==> src/rtl/logic_led_monitor_pkg.sv <==
// Shared types and defaults for the LED event monitor.
package logic_led_monitor_pkg;

    typedef enum logic [1:0] {
        LO_STABLE = 2'b00,
        LO_CHECK  = 2'b01,
        HI_CHECK  = 2'b10,
        HI_STABLE = 2'b11
    } db_state_t;

    localparam int DEF_DB_CYCLES = 4;
    localparam int DEF_STRETCH   = 8;
    localparam int DEF_CNT_W     = 8;
    localparam int DB_CNT_W      = 8;

endpackage

==> src/rtl/logic_led_monitor_if.sv <==
// Signal bundle between the boolean stage / board and the LED monitor.
interface logic_led_monitor_if #(
    parameter int CNT_W = 8
) ();
    logic             y_in;
    logic             clr;
    logic             level;
    logic             rise;
    logic [CNT_W-1:0] count;
    logic             ovf;
    logic             led;

    modport slave (
        input  y_in, clr,
        output level, rise, count, ovf, led
    );

    modport master (
        output y_in, clr,
        input  level, rise, count, ovf, led
    );
endinterface

==> src/rtl/logic_led_monitor_sync_debounce.sv <==
// Two-flop synchronizer followed by a four-state debounce FSM.
module logic_led_monitor_sync_debounce
    import logic_led_monitor_pkg::*;
#(
    parameter int DB_CYCLES = DEF_DB_CYCLES
) (
    input  logic clk,
    input  logic rst_n,
    input  logic y_in,
    output logic level,
    output logic rise_evt
);

    localparam logic [DB_CNT_W-1:0] DB_LAST = DB_CNT_W'(DB_CYCLES - 1);
    localparam logic                DB_ONE  = (DB_CYCLES == 1);

    logic                s1_r;
    logic                s2_r;
    logic                level_r;
    logic [DB_CNT_W-1:0] db_cnt_r;
    db_state_t           state_r;
    logic                at_last_s;

    assign at_last_s = DB_ONE || (db_cnt_r == DB_LAST);

    // Strobe for the edge on which the FSM accepts a 0->1 flip; drives the top's event logic.
    assign rise_evt = (state_r == LO_CHECK) && s2_r && at_last_s;
    assign level    = level_r;

    // Synchronizer and debounce state machine.
    always_ff @(posedge clk) begin
        if (!rst_n) begin
            s1_r     <= 1'b0;
            s2_r     <= 1'b0;
            level_r  <= 1'b0;
            db_cnt_r <= '0;
            state_r  <= LO_STABLE;
        end else begin
            s1_r <= y_in;
            s2_r <= s1_r;
            case (state_r)
                LO_STABLE: begin
                    if (s2_r) begin
                        state_r  <= LO_CHECK;
                        db_cnt_r <= DB_CNT_W'(1);
                    end else begin
                        db_cnt_r <= '0;
                    end
                end
                LO_CHECK: begin
                    if (!s2_r) begin
                        state_r  <= LO_STABLE;
                        db_cnt_r <= '0;
                    end else if (at_last_s) begin
                        state_r  <= HI_STABLE;
                        level_r  <= 1'b1;
                        db_cnt_r <= '0;
                    end else begin
                        db_cnt_r <= db_cnt_r + DB_CNT_W'(1);
                    end
                end
                HI_STABLE: begin
                    if (!s2_r) begin
                        state_r  <= HI_CHECK;
                        db_cnt_r <= DB_CNT_W'(1);
                    end else begin
                        db_cnt_r <= '0;
                    end
                end
                HI_CHECK: begin
                    if (s2_r) begin
                        state_r  <= HI_STABLE;
                        db_cnt_r <= '0;
                    end else if (at_last_s) begin
                        state_r  <= LO_STABLE;
                        level_r  <= 1'b0;
                        db_cnt_r <= '0;
                    end else begin
                        db_cnt_r <= db_cnt_r + DB_CNT_W'(1);
                    end
                end
                default: begin
                    state_r  <= LO_STABLE;
                    level_r  <= 1'b0;
                    db_cnt_r <= '0;
                end
            endcase
        end
    end

endmodule

==> src/rtl/logic_led_monitor.sv <==
// LED monitor: debounced level, rising-edge count with sticky wrap flag, stretched LED pulse.
module logic_led_monitor
    import logic_led_monitor_pkg::*;
#(
    parameter int DB_CYCLES = DEF_DB_CYCLES,
    parameter int CNT_W     = DEF_CNT_W,
    parameter int STRETCH   = DEF_STRETCH
) (
    input  logic                 clk,
    input  logic                 rst_n,
    logic_led_monitor_if.slave   bus
);

    localparam logic [7:0] STRETCH_LOAD = 8'(STRETCH);

    logic             level_s;
    logic             rise_evt_s;
    logic             rise_r;
    logic             ovf_r;
    logic             led_r;
    logic [CNT_W-1:0] count_r;
    logic [7:0]       timer_r;
    logic [7:0]       timer_next_s;

    logic_led_monitor_sync_debounce #(
        .DB_CYCLES (DB_CYCLES)
    ) u_sync_debounce (
        .clk      (clk),
        .rst_n    (rst_n),
        .y_in     (bus.y_in),
        .level    (level_s),
        .rise_evt (rise_evt_s)
    );

    // Stretch timer next value: a rise reloads rather than extends.
    always_comb begin
        timer_next_s = timer_r;
        if (rise_evt_s) begin
            timer_next_s = STRETCH_LOAD;
        end else if (timer_r != 8'd0) begin
            timer_next_s = timer_r - 8'd1;
        end else begin
            timer_next_s = timer_r;
        end
    end

    // Event counter, sticky overflow, registered rise pulse and LED.
    always_ff @(posedge clk) begin
        if (!rst_n) begin
            rise_r  <= 1'b0;
            timer_r <= 8'd0;
            led_r   <= 1'b0;
            count_r <= '0;
            ovf_r   <= 1'b0;
        end else begin
            rise_r  <= rise_evt_s;
            timer_r <= timer_next_s;
            led_r   <= (timer_next_s != 8'd0);
            if (bus.clr) begin
                count_r <= '0;
                ovf_r   <= 1'b0;
            end else if (rise_evt_s) begin
                count_r <= count_r + CNT_W'(1);
                if (&count_r) begin
                    ovf_r <= 1'b1;
                end else begin
                    ovf_r <= ovf_r;
                end
            end else begin
                count_r <= count_r;
                ovf_r   <= ovf_r;
            end
        end
    end

    assign bus.level = level_s;
    assign bus.rise  = rise_r;
    assign bus.count = count_r;
    assign bus.ovf   = ovf_r;
    assign bus.led   = led_r;

endmodule
==> src/flat_wrapper.sv <==
// flat-port wrapper written by rule: the top's interface ports become plain ports
module logic_led_monitor_flat import logic_led_monitor_pkg::*;
#(
    parameter int DB_CYCLES = DEF_DB_CYCLES,
    parameter int CNT_W     = DEF_CNT_W,
    parameter int STRETCH   = DEF_STRETCH
)
  (clk, rst_n, bus_y_in, bus_clr, bus_level, bus_rise, bus_count, bus_ovf, bus_led);
  logic_led_monitor_if #(.CNT_W(CNT_W)) bus_i ();
  input  logic clk;
  input  logic rst_n;
  input wire logic [$bits(bus_i.y_in)-1:0] bus_y_in;
  input wire logic [$bits(bus_i.clr)-1:0] bus_clr;
  output wire logic [$bits(bus_i.level)-1:0] bus_level;
  output wire logic [$bits(bus_i.rise)-1:0] bus_rise;
  output wire logic [$bits(bus_i.count)-1:0] bus_count;
  output wire logic [$bits(bus_i.ovf)-1:0] bus_ovf;
  output wire logic [$bits(bus_i.led)-1:0] bus_led;
  assign bus_i.y_in = bus_y_in;
  assign bus_i.clr = bus_clr;
  assign bus_level = bus_i.level;
  assign bus_rise = bus_i.rise;
  assign bus_count = bus_i.count;
  assign bus_ovf = bus_i.ovf;
  assign bus_led = bus_i.led;
  logic_led_monitor #(.DB_CYCLES(DB_CYCLES), .CNT_W(CNT_W), .STRETCH(STRETCH)) u_core (.clk(clk), .rst_n(rst_n), .bus(bus_i));
endmodule
==> config.mk <==
export PLATFORM = sky130hd
export DESIGN_NAME = logic_led_monitor_flat
export DESIGN_NICKNAME = d
export VERILOG_FILES = /design/src/rtl/logic_led_monitor_pkg.sv /design/src/rtl/logic_led_monitor_if.sv /design/src/rtl/logic_led_monitor_sync_debounce.sv /design/src/rtl/logic_led_monitor.sv /design/src/flat_wrapper.sv
export SDC_FILE = /design/constraint.sdc
export NUM_CORES = 1
export LEC_CHECK = 0
export CORE_MARGIN = 5
export CORE_UTILIZATION = 55
export CTS_CLUSTER_DIAMETER = 40
export DETAILED_ROUTE_END_ITERATION = 6
export GPL_TIMING_DRIVEN = 1
export PLACE_DENSITY_LB_ADDON = 0.1
export SLEW_MARGIN = 20
export SYNTH_ARGS = -nofsm -noshare
export SYNTH_HDL_FRONTEND = slang
export SYNTH_SLANG_ARGS = --single-unit
==> constraint.sdc <==
create_clock -name clk -period 2.43 [get_ports clk]
set_input_delay 0.243 -clock clk [delete_from_list [all_inputs] [get_ports clk]]
set_output_delay 0.243 -clock clk [all_outputs]
set_load 0.005 [all_outputs]
# Word level (Yosys, flattened, before mapping)
# Cells that the tools add are included.
classes:
  addsub: 3
  n_eq_ne: 12
  mux: 20
  bitwise_logic: 1
  n_reduce_logical: 10
ops:
  columns: ["cell", "n"]
  rows:
  - ["$mux 8", 5]
  - ["$pmux 8 s4", 1]
  - ["$add 8x1->8 const B", 2]
  - ["$reduce_bool 8->1", 2]
  - ["$mux 2", 6]
  - ["$ne 2x2->1 const B", 6]
  - ["$reduce_and 9->1", 1]
  - ["$eq 8x2->1 const B", 1]
  - ["$pmux 2 s4", 1]
  - ["$sub 8x1->8 const B", 1]
  - ["$mux 1", 6]
  - ["$ne 3x3->1 const B", 2]
  - ["$reduce_and 5->1", 1]
  - ["$eq 2x2->1 const B", 2]
  - ["$reduce_and 4->1", 1]
  - ["$eq 2x1->1 const B", 1]
  - ["$logic_and 1x1->1", 2]
  - ["$logic_not 2->1", 1]
  - ["$pmux 1 s2", 1]
  - ["$reduce_bool 2->1", 1]
  - ["$reduce_or 2->1", 1]
  - ["$not 1->1", 1]
word_totals:
  ff_bits: 32
  output_inout_bits: 12
  elab_cells: 56

# Logic depth before layout (Yosys ltp)
# Gate-level depths: netlist of the first run.
logic_depth:
  depth_word: 5
  depth_mapped: 8
  depth_no_buf: 7

# By module
# From an unflattened synthesis of the first run, not the netlist that was laid out.
unflattened:
  cells_unflattened: 177
  hier_area_um2: 1589.0
modules_own_cells:
  columns: ["mod", "instances", "cells_each", "area_per_inst_um2"]
  rows:
  - ["logic_led_monitor", 1, 105, 922.1]
  - ["logic_led_monitor_sync_debounce", 1, 72, 666.9]

# Worst setup path before layout of the first run
# No wires, ideal clock.
synth_path:
  path_type: "reg-to-reg"
  startpoint: "register u_core.timer_r[0]"
  endpoint: "register u_core.led_r, in the netlist u_core.bus.led"
  setup_ns: 0.127
  t_arrival_ns: 1.727
  t_required_ns: 2.303
  path_slack_ns: 0.576
  stages_incl_launch_ff: 9
  cell_sequence: "dfxtp_1 -> inv_1 -> ha_1 -> buf_2 -> nor2_1 -> nor3b_2 -> a2111oi_2 -> a31oi_1 -> or3_1"
synth_via:
  elab_chain_cells: 4
  elab_cells_between_ends: 5
  classes_between: "add/sub: 1; mux: 2; reduce/logical: 2"
synth_lines:
  columns: ["item", "line", "rtl"]
  rows:
  - ["from (decl)", "logic_led_monitor.sv:22", "logic [7:0] timer_r;"]
  - ["from (signal assigned)", "logic_led_monitor.sv:57", "timer_r <= timer_next_s;"]
  - ["$sub 8x1->8 or $reduce_bool 8->1 (tied branches)", "logic_led_monitor.sv:41, logic_led_monitor.sv:40", null]
  - ["$mux 8 (*)", "logic_led_monitor.sv:40", "end else if (timer_r != 8'd0) begin"]
  - ["$mux 8 (*)", "logic_led_monitor.sv:38", "if (rise_evt_s) begin"]
  - ["$reduce_bool 8->1 (*)", "logic_led_monitor.sv:58", "led_r <= (timer_next_s != 8'd0);"]
  - ["to (signal assigned)", "logic_led_monitor.sv:58", null]
  - ["to (decl)", "logic_led_monitor.sv:20", "logic led_r;"]
# Every way passes the cells marked *; elsewhere a longest branch is shown, timed or not.
# A chain may end at the register's enable or synchronous reset.

# Worst setup path in the final report of the first run
# Same ends and word-level chain as after synthesis.

==> flow_metrics.env, run 1 <==
export IMPL_ir_drop_v=0.000956
export IMPL_rr_startpoint="u_core.timer_r[0]$_SDFF_PN0_"
export IMPL_rsz0062_at_grt="no"
export IMPL_synth_seq_cells=32
export IMPL_postCtsHoldBufs=0
export IMPL_p_clk_frac=0.249
export IMPL_grt_util_all_layers=0.151
export IMPL_initial_core_util=0.577
export IMPL_arrival_ns=2.28
export IMPL_dieArea_um2=4070
export IMPL_r2r_cells=7
export IMPL_maxSlewViolCount=0
export IMPL_hold_path_class="flop to flop"
export IMPL_fin_tns_setup_ns=0
export IMPL_start_kind="flop"
export IMPL_wl_per_cell_um=12.7
export IMPL_whs_path_depth=1
export IMPL_clock_fmax_ghz=0.484
export IMPL_grt_pass1_vias=1152
export IMPL_fp_dieW_um=63.8
export IMPL_ant_nets=0
export IMPL_power_density_nw_per_um2=971
export IMPL_worstMarginPinSlew_ns=0.579
export IMPL_first_iter_violations=98
export IMPL_drive_gt1_frac=0.0765
export IMPL_critPathKind="flop to flop"
export IMPL_p_seq_frac=0.409
export IMPL_fin_crit_sh=0.850
export IMPL_p_int_uw=1170
export IMPL_switching_power_uw=613
export IMPL_cts_clk_slew_worst_paths_ns=0.09
export IMPL_dpl_instance_area_um2=1750
export IMPL_cp_startpoint="u_core.timer_r[0]$_SDFF_PN0_"
export IMPL_p_comb_frac=0.342
export IMPL_cp_max_fo=9
export IMPL_syn_inst=179
export IMPL_wirelength_mm=2.88
export IMPL_p_total_uw=1790
export IMPL_viasPerCell=5.44
export IMPL_drc=0
export IMPL_drv_cap=0
export IMPL_cts_path_max_buffers=2
export IMPL_clk_latency_ns=0.32
export IMPL_antenna_found_initial=0
export IMPL_async_reset_ff_frac=0
export IMPL_post_cts_repair_setup_buffers=0
export IMPL_min_from="u_core.u_sync_debounce.s1_r$_SDFF_PN0_"
export IMPL_routed_via_count=1235
export IMPL_max_slew_margin=0.611
export IMPL_fin_area_um2=1840
export IMPL_tritoncts="yes"
export IMPL_io_pin_count=16
export IMPL_num_antenna_cells=0
export IMPL_setup_violations=0
export IMPL_period_needed_ns=2.07
export IMPL_fin_skew_ns=0.00793
export IMPL_p_sw_frac=0.343
export IMPL_p_leak_uw=0.000696
export IMPL_syn_to_final_growth_pct=15.7
export IMPL_netlist_area_um2=1590
export IMPL_core_rowCount=19
export IMPL_cts_buffers=5
export IMPL_ys_types=42
export IMPL_coreArea_um2=2760
export IMPL_endpoint_kind="flop"
export IMPL_dr_pass1_iters=5
export IMPL_synth_warnings=0
export IMPL_port_buffers=15
export IMPL_synthFlopType="dfxtp_1"
export IMPL_finalHoldViolations=0
export IMPL_worstHoldEndpoint="u_core.u_sync_debounce.s2_r$_SDFF_PN0_"
export IMPL_fin_nets=207
export IMPL_status="complete, no violations"
export IMPL_dp_hpwl_mm=2.16
export IMPL_finalWorstSetupSlack_ns=0.364
export IMPL_synthesis_nets=191
export IMPL_r2r_end="u_core.bus.led$_SDFF_PN0_"
export IMPL_die_height_um=63.8
export IMPL_cts_root_buffer="clkbuf_4"
export IMPL_yosysSeqAreaShare=0.403
export IMPL_grt_pass1_wl_mm=5.06
export IMPL_synth_avg_cell_area_um2=8.89
export IMPL_dp_slack_ns=0.364
export IMPL_worst_ep_required_time_ns=2.64
export IMPL_cts_max_level=2
export IMPL_grt_max_degree=15
export IMPL_overflow=0
export IMPL_cts_resized=0
export IMPL_r2r_slack_ns=0.36
export IMPL_gp_congestion=0.908
export IMPL_synth_edf_count=0
export IMPL_cts_sinks=32
cell usage in the layout, fill, tap and decap left out, types with 3 or more instances in the layout:
master / count
nand4_1: 4
clkbuf_4: 5
o31ai_1: 3
nor2_1: 28
a21oi_1: 7
clkdlybuf4s50_1: 15
and3_1: 4
ha_1: 8
and2_1: 3
inv_1: 6
xnor2_1: 7
dfxtp_1: 32
nor2b_1: 4
o21ai_0: 6
nand3_1: 7
or3_1: 3
nand2_1: 12
xor2_1: 11
metrics by stage:
stage / utilization / hold WS [ns] / instances
after floorplan: - / 0.370 / 179
after global placement: 0.633 / 0.417 / 219
after detailed placement: 0.633 / 0.423 / 219
after CTS: 0.668 / 0.447 / 227
after global routing: 0.668 / 0.484 / 227
final: 0.668 / 0.441 / 227
power groups by stage:
stage                     registers, µW  clock network (µW)  logic [µW]
after floorplan                     705                   0         524
after CTS                           730                 464         613
after global routing                744                 493         673
final                               731                 446         611
after global placement              736                   0         586
after detailed placement            741                   0         609
critical path: stages (launching register included):
cell and delay [ns]:
dfxtp_1 0.45, inv_1 0.13, ha_1 0.34, nor2_1 0.18, nor3b_2 0.07, a2111oi_2 0.35
a31oi_1 0.14, or3_1 0.31
registers in the layout, indices dropped and copies added (netlist names):
name / flops
u_core.bus.rise: 1
u_core.u_sync_debounce.level: 1
u_core.u_sync_debounce.s2_r: 1
u_core.timer_r: 8
u_core.bus.led: 1
u_core.u_sync_debounce.db_cnt_r: 8
u_core.u_sync_debounce.state_r: 2
u_core.u_sync_debounce.s1_r: 1
u_core.bus.ovf: 1
u_core.bus.count: 8
kinds of logic (layout without fill, tap and decap cells):
group                    after synthesis  count (layout)  synth area share
multiplexers                           1               1           0.00629
flip-flops                            32              32             0.403
buffers and inverters                 12              29            0.0354
adder cells (fa/ha/maj)                8               8            0.0629
AND/OR/NAND/NOR                       81              81             0.284
XOR/XNOR                              18              18            0.0991
AO/OA/AOI/OAI                         27              27             0.110
metal layers:
metal / share of wire / wire (µm) / track usage
met1: 0.46 / 1320 / 0.183
met2: 0.50 / 1450 / 0.258
met3: 0.033 / 96 / 0.0420
met4: 0.0042 / 12 / 0.0468
met5: 0 / 0 / 0
synth_stat cells (all sizes together), types with 2 or more instances:
library cell,n,area (µm²)
dfxtp,32,641
xnor2,7,61.3
nand4,4,25.0
a31oi,2,12.5
o31ai,3,22.5
and3,4,25.0
nor4,3,40.0
xor2,11,96.3
o21ai,7,35.0
and2,3,18.8
and4,2,17.5
nor3b,4,40.0
ha,8,100
inv,6,22.5
a21oi,7,35.0
nor2b,4,25.0
nor2,28,105
nand2,13,51.3
or3,3,18.8
a211oi,2,15.0
nand3,7,35.0
buf,5,30.0
a21boi,2,15.0
worst max-delay path by stage:
| stage | end | slack, ns | cells after the start |
|---|---|---|---|
| after floorplan | u_core.bus.led$_SDFF_PN0_ | 0.58 | 8 |
| after global placement | u_core.bus.led$_SDFF_PN0_ | 0.52 | 7 |
| after detailed placement | u_core.bus.led$_SDFF_PN0_ | 0.36 | 7 |
| after CTS | u_core.bus.led$_SDFF_PN0_ | 0.35 | 7 |
| after global routing | u_core.bus.led$_SDFF_PN0_ | 0.26 | 7 |
| final | u_core.bus.led$_SDFF_PN0_ | 0.36 | 7 |
cell type report:
class	count	area (µm²)
flip-flops and latches	32	641
clock inverters	1	30.0
repair buffers	15	150
multi-input cells	135	895
inverters	6	22.5
clock buffers	7	65.1
fillers	226	916
well taps	31	38.8
(Power assumes the default switching activity.)
==> run 2, diff against run 1 <==
--- a/config.mk
+++ b/config.mk
@@ -5,11 +5,15 @@
 export SDC_FILE = /design/constraint.sdc
 export NUM_CORES = 1
 export LEC_CHECK = 0
+export CELL_PAD_IN_SITES_DETAIL_PLACEMENT = 1
+export CELL_PAD_IN_SITES_GLOBAL_PLACEMENT = 1
 export CORE_MARGIN = 5
-export CORE_UTILIZATION = 55
+export CORE_UTILIZATION = 42
 export CTS_CLUSTER_DIAMETER = 40
+export CTS_CLUSTER_SIZE = 10
 export DETAILED_ROUTE_END_ITERATION = 6
 export GPL_TIMING_DRIVEN = 1
+export HOLD_SLACK_MARGIN = 0.15
 export PLACE_DENSITY_LB_ADDON = 0.1
 export SLEW_MARGIN = 20
 export SYNTH_ARGS = -nofsm -noshare
==> flow_metrics.env, run 2 (synthesis results as in run 1) <==
export IMPL_dp_cells=236
export IMPL_arrival_ns=2.32
export IMPL_dr_pass1_iters=4
export IMPL_start_kind="flop"
export IMPL_cts_sinks=32
export IMPL_cp_startpoint="u_core.timer_r[0]$_SDFF_PN0_"
export IMPL_r2r_cells=7
export IMPL_antenna_found_initial=0
export IMPL_fin_nets=207
export IMPL_drive_gt1_frac=0.0663
export IMPL_wl_per_cell_um=14.0
export IMPL_max_slew_margin=0.641
export IMPL_core_rowCount=22
export IMPL_switching_power_uw=642
export IMPL_finalNonFillerCells=244
export IMPL_fin_skew_ns=0.00398
export IMPL_grt_util_all_layers=0.146
export IMPL_cts_buffers=5
export IMPL_worstMarginPinSlew_ns=0.533
export IMPL_p_seq_frac=0.415
export IMPL_cts_root_buffer="clkbuf_8"
export IMPL_r2r_slack_ns=0.27
export IMPL_coreArea_um2=3660
export IMPL_p_clk_frac=0.234
export IMPL_cts_clk_slew_worst_paths_ns=0.06
export IMPL_power_density_nw_per_um2=956
export IMPL_fin_crit_sh=0.887
export IMPL_viasPerCell=5.27
export IMPL_post_cts_repair_setup_buffers=0
export IMPL_first_iter_violations=30
export IMPL_layout_commonest_cell="dfxtp_1"
export IMPL_grt_pass1_vias=1305
export IMPL_p_comb_frac=0.351
export IMPL_final_cell_mix="32 x dfxtp_1, 28 x nor2_1, 15 x clkdlybuf4s50_1, 12 x nand2_1, 11 x xor2_1"
export IMPL_routed_via_count=1286
export IMPL_rr_startpoint="u_core.timer_r[0]$_SDFF_PN0_"
export IMPL_fin_tns_setup_ns=0
export IMPL_drc=0
export IMPL_critical_path_depth=7
export IMPL_setup_violations=0
export IMPL_fp_dieW_um=71.6
export IMPL_die_height_um=71.6
export IMPL_gp_congestion=0.900
export IMPL_crit_end="u_core.bus.led$_SDFF_PN0_"
export IMPL_grt_pass1_wl_mm=5.96
export IMPL_p_int_uw=1130
export IMPL_cts_resized=0
export IMPL_cp_max_fo=9
export IMPL_dieArea_um2=5120
export IMPL_rsz0062_at_grt="no"
export IMPL_finalHoldViolations=0
export IMPL_syn_to_final_growth_pct=16.7
export IMPL_status="complete, no violations"
export IMPL_endpoint_kind="flop"
export IMPL_r2r_end="u_core.bus.led$_SDFF_PN0_"
export IMPL_clock_fmax_ghz=0.464
export IMPL_critPathBufInv=1
export IMPL_initial_core_util=0.435
export IMPL_postCtsHoldBufs=0
export IMPL_tritoncts="yes"
export IMPL_port_buffers=15
export IMPL_cts_max_level=2
export IMPL_max_stage_delay_ns=0.46
export IMPL_worst_ep_required_time_ns=2.59
export IMPL_path_cells="inv_1 > ha_1 > nor2_1 > nor3b_2 > a2111oi_2 > a31oi_1 > or3_1"
export IMPL_num_antenna_cells=0
export IMPL_dp_hpwl_mm=2.52
export IMPL_grt_max_degree=15
export IMPL_ir_drop_v=0.000647
export IMPL_ant_nets=0
export IMPL_p_leak_uw=0.000690
export IMPL_io_pin_count=16
export IMPL_overflow=0
export IMPL_critPathKind="flop to flop"
export IMPL_crit_slowest_cell="dfxtp_1"
export IMPL_p_sw_frac=0.361
export IMPL_wirelength_mm=3.41
export IMPL_maxSlewViolCount=0
export IMPL_period_needed_ns=2.16
export IMPL_hold_path_class="flop to flop"
export IMPL_clk_latency_ns=0.28
export IMPL_cp_top_family="simple AND/OR/NAND/NOR gates"
export IMPL_cts_path_max_buffers=2
export IMPL_drv_cap=0
==> run 2: changes by cell type in the layout (fill, tap and decap cells not counted) <==
cell       before  now
bufinv_16       1    0
clkbuf_8        2    6
clkbuf_1        0    2
clkbuf_4        5    0
==> run 2: final cells by class <==
class	count	area, µm²
fillers	443	1800
multi-input cells	135	895
flip-flops and latches	32	641
repair buffers	15	150
clock buffers	8	90.1
well taps	48	60.1
inverters	6	22.5
==> run 2: stage by stage <==
step	setup slack (ns)	instance area, µm²	util	hold WS [ns]	power, µW
6_report	0.274	1860	0.508	0.440	1780
5_1_grt	0.161	1860	0.508	0.452	1900
4_1_cts	0.273	1860	0.508	0.447	1790
3_5_place_dp	0.349	1770	0.483	0.428	1370
3_3_place_gp	0.503	1770	0.483	0.416	1330
2_1_floorplan	0.576	1590	-	0.370	1230
==> run 2: worst min-delay path by stage <==
stage	from	endpoint	slack (ns)	depth (start not counted)
finish	u_core.u_sync_debounce.s1_r$_SDFF_PN0_	u_core.u_sync_debounce.s2_r$_SDFF_PN0_	0.44	1
floorplan	bus_y_in	u_core.u_sync_debounce.s1_r$_SDFF_PN0_	0.37	1
CTS	u_core.u_sync_debounce.s1_r$_SDFF_PN0_	u_core.u_sync_debounce.s2_r$_SDFF_PN0_	0.45	1
detailed placement	u_core.u_sync_debounce.s1_r$_SDFF_PN0_	u_core.u_sync_debounce.s2_r$_SDFF_PN0_	0.43	1
global route	u_core.u_sync_debounce.s1_r$_SDFF_PN0_	u_core.u_sync_debounce.s2_r$_SDFF_PN0_	0.45	1
global placement	u_core.u_sync_debounce.s1_r$_SDFF_PN0_	u_core.u_sync_debounce.s2_r$_SDFF_PN0_	0.42	1
==> run 2: worst register-to-register path, delay by kind of cell (launching register included) <==
| family | cells | cell delay (ns) |
|---|---|---|
| simple gates | 3 | 0.58 |
| compound gates | 2 | 0.53 |
| flops | 1 | 0.46 |
| fa+ha+maj | 1 | 0.34 |
| buf+inv | 1 | 0.14 |
==> run 2: power groups by stage <==
| stage | logic [µW] | clock network [µW] | registers, µW |
|---|---|---|---|
| floorplan | 524 | 0 | 705 |
| global placement | 597 | 0 | 737 |
| detailed placement | 622 | 0 | 748 |
| CTS | 630 | 428 | 736 |
| global route | 695 | 452 | 750 |
| finish | 623 | 415 | 738 |
==> run 2: per-layer routing <==
layer | vias to the layer above | routed length, µm | share of wire | GRT usage
li1 | 649 | - | - | -
met1 | 615 | 1460 | 0.43 | 0.160
met2 | 17 | 1770 | 0.52 | 0.258
met3 | 5 | 124 | 0.036 | 0.0435
met4 | 0 | 55 | 0.016 | 0.0689
met5 | - | 0 | 0 | 0
==> run 3, diff against run 2 <==
--- a/config.mk
+++ b/config.mk
@@ -15,6 +15,7 @@
 export GPL_TIMING_DRIVEN = 1
 export HOLD_SLACK_MARGIN = 0.15
 export PLACE_DENSITY_LB_ADDON = 0.1
+export SKIP_CTS_REPAIR_TIMING = 1
 export SLEW_MARGIN = 20
 export SYNTH_ARGS = -nofsm -noshare
 export SYNTH_HDL_FRONTEND = slang
==> results of run 3 <==
Final layout, timing and power as in run 2 (identical DEF).
